`config.mk`:
```
export PLATFORM = sky130hd
export DESIGN_NAME = rs_add_sub
export DESIGN_NICKNAME = d
export VERILOG_FILES = /design/src/rtl/rs_add_sub.sv
export SDC_FILE = /design/constraint.sdc
export NUM_CORES = 1
export LEC_CHECK = 0
export ABC_AREA = 1
export CAP_MARGIN = 10
export CORE_UTILIZATION = 45
export CTS_BUF_LIST = sky130_fd_sc_hd__clkbuf_16
export CTS_CLUSTER_SIZE = 30
export DETAILED_ROUTE_END_ITERATION = 8
export DONT_BUFFER_PORTS = 1
export PLACE_DENSITY = 0.68
export SLEW_MARGIN = 20
export SYNTH_ARGS = -nofsm -noshare
export SYNTH_HDL_FRONTEND = slang
export SYNTH_SLANG_ARGS = --single-unit
export TNS_END_PERCENT = 5
```
`constraint.sdc`:
```
create_clock -name clk -period 3.2 [get_ports clk]
set_input_delay 0.64 -clock clk [delete_from_list [all_inputs] [get_ports clk]]
set_output_delay 0.64 -clock clk [all_outputs]
set_load 0.05 [all_outputs]
```
`src/rtl/rs_add_sub.sv`:
```
// Add/sub reservation station: holds issued ops, snoops the CDB, dispatches to the FU.
// Optional macro RS_AGE_PRIORITY_EN selects the oldest ready entry instead of the lowest index.
module rs_add_sub #(
    parameter int DEPTH = 3,
    parameter int DW    = 9,
    parameter int TW    = 3
) (
    input  logic                       clk,
    input  logic                       reset,
    input  logic                       issue_valid,
    output logic                       issue_ready,
    input  logic [2:0]                 issue_op,
    input  logic [TW-1:0]              issue_addr,
    input  logic [TW-1:0]              issue_label,
    input  logic [DW-1:0]              issue_x,
    input  logic                       issue_x_pend,
    input  logic [TW-1:0]              issue_x_tag,
    input  logic [DW-1:0]              issue_y,
    input  logic                       issue_y_pend,
    input  logic [TW-1:0]              issue_y_tag,
    input  logic                       cdb_valid,
    input  logic [TW-1:0]              cdb_tag,
    input  logic [DW-1:0]              cdb_data,
    output logic                       fu_run,
    output logic [DW-1:0]              fu_regx,
    output logic [DW-1:0]              fu_regy,
    output logic [2:0]                 fu_opcode,
    output logic [TW-1:0]              fu_addr,
    output logic [TW-1:0]              fu_label,
    input  logic                       fu_done,
    output logic [$clog2(DEPTH+1)-1:0] busy_count
);

    localparam int CW = $clog2(DEPTH+1);
    localparam int IW = $clog2(DEPTH);

    typedef struct packed {
        logic          valid;
        logic [2:0]    op;
        logic [TW-1:0] addr;
        logic [TW-1:0] label;
        logic [DW-1:0] x;
        logic          xp;
        logic [TW-1:0] xt;
        logic [DW-1:0] y;
        logic          yp;
        logic [TW-1:0] yt;
    } ent_t;

    typedef enum logic {IDLE, EXEC} state_t;

    ent_t          ent_q [DEPTH];
    ent_t          ent_d [DEPTH];
    state_t        state_q;
    logic [CW-1:0] busy_q;
    logic [CW-1:0] busy_d;
    logic          sel_vld;
    logic [IW-1:0] sel;
    logic          free_vld;
    logic [IW-1:0] free;
    logic          disp;
    logic          iss;
`ifdef RS_AGE_PRIORITY_EN
    logic [IW-1:0] age_q [DEPTH];
    logic [IW-1:0] age_d [DEPTH];
    logic [IW-1:0] best_age;
`endif

    // Readiness is judged on registered state only; wakeups count from the next cycle.
    always_comb begin
        sel_vld = 1'b0;
        sel     = '0;
`ifdef RS_AGE_PRIORITY_EN
        best_age = '0;
`endif
        for (int i = 0; i < DEPTH; i++) begin
            if (ent_q[i].valid && !ent_q[i].xp && !ent_q[i].yp) begin
`ifdef RS_AGE_PRIORITY_EN
                if (!sel_vld || age_q[i] < best_age) begin
                    sel_vld  = 1'b1;
                    sel      = IW'(i);
                    best_age = age_q[i];
                end
`else
                if (!sel_vld) begin
                    sel_vld = 1'b1;
                    sel     = IW'(i);
                end
`endif
            end
        end
    end

    always_comb begin
        free_vld = 1'b0;
        free     = '0;
        for (int i = 0; i < DEPTH; i++) begin
            if (!ent_q[i].valid && !free_vld) begin
                free_vld = 1'b1;
                free     = IW'(i);
            end
        end
    end

    assign issue_ready = free_vld;
    assign disp        = (state_q == IDLE) && sel_vld;
    assign iss         = issue_valid && free_vld;
    assign busy_count  = busy_q;

    always_comb begin
        for (int i = 0; i < DEPTH; i++) begin
            ent_d[i] = ent_q[i];
            if (ent_q[i].valid && cdb_valid) begin
                if (ent_q[i].xp && ent_q[i].xt == cdb_tag) begin
                    ent_d[i].x  = cdb_data;
                    ent_d[i].xp = 1'b0;
                end
                if (ent_q[i].yp && ent_q[i].yt == cdb_tag) begin
                    ent_d[i].y  = cdb_data;
                    ent_d[i].yp = 1'b0;
                end
            end
        end
        if (disp) begin
            ent_d[sel].valid = 1'b0;
        end
        if (iss) begin
            ent_d[free].valid = 1'b1;
            ent_d[free].op    = issue_op;
            ent_d[free].addr  = issue_addr;
            ent_d[free].label = issue_label;
            ent_d[free].x     = issue_x;
            ent_d[free].xp    = issue_x_pend;
            ent_d[free].xt    = issue_x_tag;
            ent_d[free].y     = issue_y;
            ent_d[free].yp    = issue_y_pend;
            ent_d[free].yt    = issue_y_tag;
            // Same-cycle CDB broadcast is captured at issue so it is never missed.
            if (cdb_valid && issue_x_pend && issue_x_tag == cdb_tag) begin
                ent_d[free].x  = cdb_data;
                ent_d[free].xp = 1'b0;
            end
            if (cdb_valid && issue_y_pend && issue_y_tag == cdb_tag) begin
                ent_d[free].y  = cdb_data;
                ent_d[free].yp = 1'b0;
            end
        end
        busy_d = '0;
        for (int i = 0; i < DEPTH; i++) begin
            busy_d = busy_d + CW'(ent_d[i].valid);
        end
    end

`ifdef RS_AGE_PRIORITY_EN
    // Rank 0 is the oldest; leaving entries close the gap, new entries take the tail.
    always_comb begin
        for (int i = 0; i < DEPTH; i++) begin
            age_d[i] = age_q[i];
            if (disp && ent_q[i].valid && age_q[i] > age_q[sel]) begin
                age_d[i] = age_q[i] - IW'(1);
            end
        end
        if (iss) begin
            age_d[free] = IW'(busy_q - CW'(disp));
        end
    end

    always_ff @(posedge clk or negedge reset) begin
        if (!reset) begin
            for (int i = 0; i < DEPTH; i++) begin
                age_q[i] <= '0;
            end
        end else begin
            for (int i = 0; i < DEPTH; i++) begin
                age_q[i] <= age_d[i];
            end
        end
    end
`endif

    always_ff @(posedge clk or negedge reset) begin
        if (!reset) begin
            for (int i = 0; i < DEPTH; i++) begin
                ent_q[i] <= '0;
            end
            state_q   <= IDLE;
            busy_q    <= '0;
            fu_run    <= 1'b0;
            fu_regx   <= '0;
            fu_regy   <= '0;
            fu_opcode <= '0;
            fu_addr   <= '0;
            fu_label  <= '0;
        end else begin
            for (int i = 0; i < DEPTH; i++) begin
                ent_q[i] <= ent_d[i];
            end
            busy_q <= busy_d;
            unique case (state_q)
                IDLE: begin
                    if (disp) begin
                        fu_regx   <= ent_q[sel].x;
                        fu_regy   <= ent_q[sel].y;
                        fu_opcode <= ent_q[sel].op;
                        fu_addr   <= ent_q[sel].addr;
                        fu_label  <= ent_q[sel].label;
                        fu_run    <= 1'b1;
                        state_q   <= EXEC;
                    end
                end
                EXEC: begin
                    if (fu_done) begin
                        fu_run  <= 1'b0;
                        state_q <= IDLE;
                    end
                end
            endcase
        end
    end

endmodule

```
==> run metrics <==
vias in the first global route=7271; Comb power frac=43.0%; Worst Skew=0.01009 ns; sequential share of the synthesized area=41.34%; layout cells sized above 1=8.714%; Clock Sinks=139; Vias=7768; crit path kind=flip-flop to flip-flop; routing usage on met3=8.184%; Net Count, Synth=between 1000 and 1500; Reg2Reg Depth=9; Area contributors post-synth=dfrtp_1, nand2_1, nand3_1; Die Y=138.7 um; CP required=3.53 ns; failing checks=DRC, hold timing; synthesized instance count=1197; fmax=about 350 MHz; most frequent cell after synthesis=nand2_1; Total GRT Usage=27.74%; DRC violation count after routing=10; max-slew violations=0; GR Overflow Total=0; Crit Reg-Reg Startpoint=ent_q[71]; Post-Syn Area per Cell=approximately 7 um2; Netlist cell types=32; minimum clock period=2.817 ns; FF-to-FF setup slack=0.38 ns; WHS=-0.1095 ns; reg-to-reg critical path endpoint=busy_count[0]; IO buf count=0; leading area contributor after synthesis=dfrtp_1; mapped cell area=roughly 8400 um2; first-pass GRT wire length=40.90 mm; Worst setup SP type=flip-flop; clock-pin slew on the worst setup and hold paths=0.07 ns; EDFF count, synth=0; Clk Tree Root Cell=clkbuf_16; GR Layer Usage met2=40.69%; Initial Utilization=a little under half; Synth Flop Type=dfrtp_1; post-layout util=49.59%; status=finished, violations left; DR iter-0 viols=roughly 840; H-tree depth=4; Final Hold Vio Count=139; FF+latch count, synth=139; GRT Max-Usage Layer=met2; worst vdd ir=0.0004584 V; fin crit share=between 80% and 90%; Tot Pwr=10.20 mW; initial antenna violation count=1; row cnt=~50; NumNets Final=1222; internal power=5.068 mW; GP Congestion=a little under 1; clock power share=19.4%; drt first pass iters=8; Slew @ Worst Pin=approximately 0.75 ns; buffers inserted by post-CTS timing repair=0; Die Wd=138.7 um; n_diodes=0; post-cts sizing count=0; Switch Pwr=5.130 mW; Leakage Power=4.712 nW; Crit. End Element=flip-flop; Flop pwr share=between 30 and 40%; Worst slew margin=49.62%; CP max FO=30; Worst Setup SP=ent_q[71]; core area=roughly 18000 um2; pwr dens=1133 nW/um2; drt wl/cell=18.18 um; Final Setup Violations=0; post-route ant nets=0; Sw Ratio=50.30%; arrival time at the worst endpoint=3.15 ns; Max Cap Viol=0; fill count=1824; largest net degree at the start of global routing=140; synthesis warning total=0; RSZ-0062 raised after global routing=false; CTS tree=done; top cells by count, synth=nand2_1, nand3_1, dfrtp_1, inv_1, o21ai_0; number of vias per cell=5.505; die area=19250 um2; asr flop ratio synth=100.0%; Top Ports=83; Worst-Skew Late Latency=0.44 ns; Hold WC Path Type=input port to asynchronous set/reset pin; post-synth top area share=41.34%; Routed WL=~26 mm; Global Route met1 Usage=between 30% and 40%; Synth-to-Final Area Change=6.959%; CTS Buf Count=17; hpwl dp=18.11 mm; CTS max path bufs=2; final setup TNS=0 ns
[logic make-up (layout without fill, tap and decap cells)]
family | count (synthesis) | after routing | synth area share [%]
AO/OA/AOI/OAI | 128 | 128 | 7.717
XOR/XNOR | 3 | 3 | 0.3123
adder cells (fa/ha/maj) | 1 | 1 | 0.2379
buffers and inverters | 206 | 191 | 11.97
flip-flops | 139 | 139 | 41.34
AND/OR/NAND/NOR | 720 | 720 | 38.42
[worst max-delay path by stage]
stage / endpoint / cells after the start
3_5_place_dp: busy_count[0] / 9
5_1_grt: busy_count[0] / 9
4_1_cts: busy_count[0] / 9
6_report: busy_count[0] / 9
3_3_place_gp: busy_count[0] / 9
2_1_floorplan: busy_count[0] / 10
[routing by layer]
layer  up-vias  wire [um]
met3        38       2876
li1       3801          -
met5         -          0
met1      3584      11250
met2       345      11010
met4         0        528
[state kept, by name (all words and copies together) (netlist names)]
register	flops
busy_count	2
ent_q	108
fu_addr	3
fu_label	3
fu_opcode	3
fu_regx	9
fu_regy	9
fu_run	1
state_q	1
[through the flow]
step                worst slack (ns)  instances  cell area [um2]
floorplan                     0.9557       1197             8414
global placement              0.4723       1379             8401
detailed placement            0.4378       1379             8401
CTS                           0.4210       1411             9000
global route                  0.2599       1411             9000
finish                        0.3831       1411             9000
[cell usage in the layout (no fill, tap or decap), drive strengths merged]
| master | netlist | layout |
|---|---|---|
| o22ai | 1 | 1 |
| nand2 | 381 | 381 |
| nand3 | 182 | 182 |
| nor3 | 1 | 1 |
| xnor2 | 3 | 3 |
| a21oi | 19 | 19 |
| clkbuf | 10 | 17 |
| nor2 | 90 | 90 |
| fa | 1 | 1 |
| nand3b | 1 | 1 |
| inv | 131 | 139 |
| or2 | 9 | 9 |
| buf | 64 | 27 |
| clkinvlp | 0 | 2 |
| o21ai | 108 | 108 |
| nand4 | 56 | 56 |
| clkinv | 1 | 6 |
| dfrtp | 139 | 139 |
[worst max-delay path, cell delays in order, from the launching register on]
cell and delay (ns):
dfrtp_1 0.51, nor2_2 0.10, inv_2 0.22, nand2_4 0.14, nor2_4 0.60, inv_2 0.37
nand2_1 0.18, inv_1 0.07, fa_1 0.47, inv_1 0.04
[power groups by stage]
stage          Sequential, mW  Combinational, mW  Clock, mW
5_1_grt                  3.94               4.97       2.07
3_3_place_gp             3.83               4.26          0
2_1_floorplan            3.66               3.56          0
4_1_cts                  3.83               4.35       2.00
6_report                 3.83               4.39       1.98
3_5_place_dp             3.87               4.32          0
[layout make-up]
type | count | area, um2 | area share (%)
inverters | 132 | 504.2 | 5.603
clock inverters | 15 | 173.9 | 1.932
repair buffers | 27 | 202.7 | 2.252
well taps | 229 | 286.5 | 3.184
flip-flops and latches | 139 | 3478 | 38.65
clock buffers | 17 | 425.4 | 4.727
multi-input cells | 852 | 3929 | 43.65
Power figures use the tool's default switching activity.
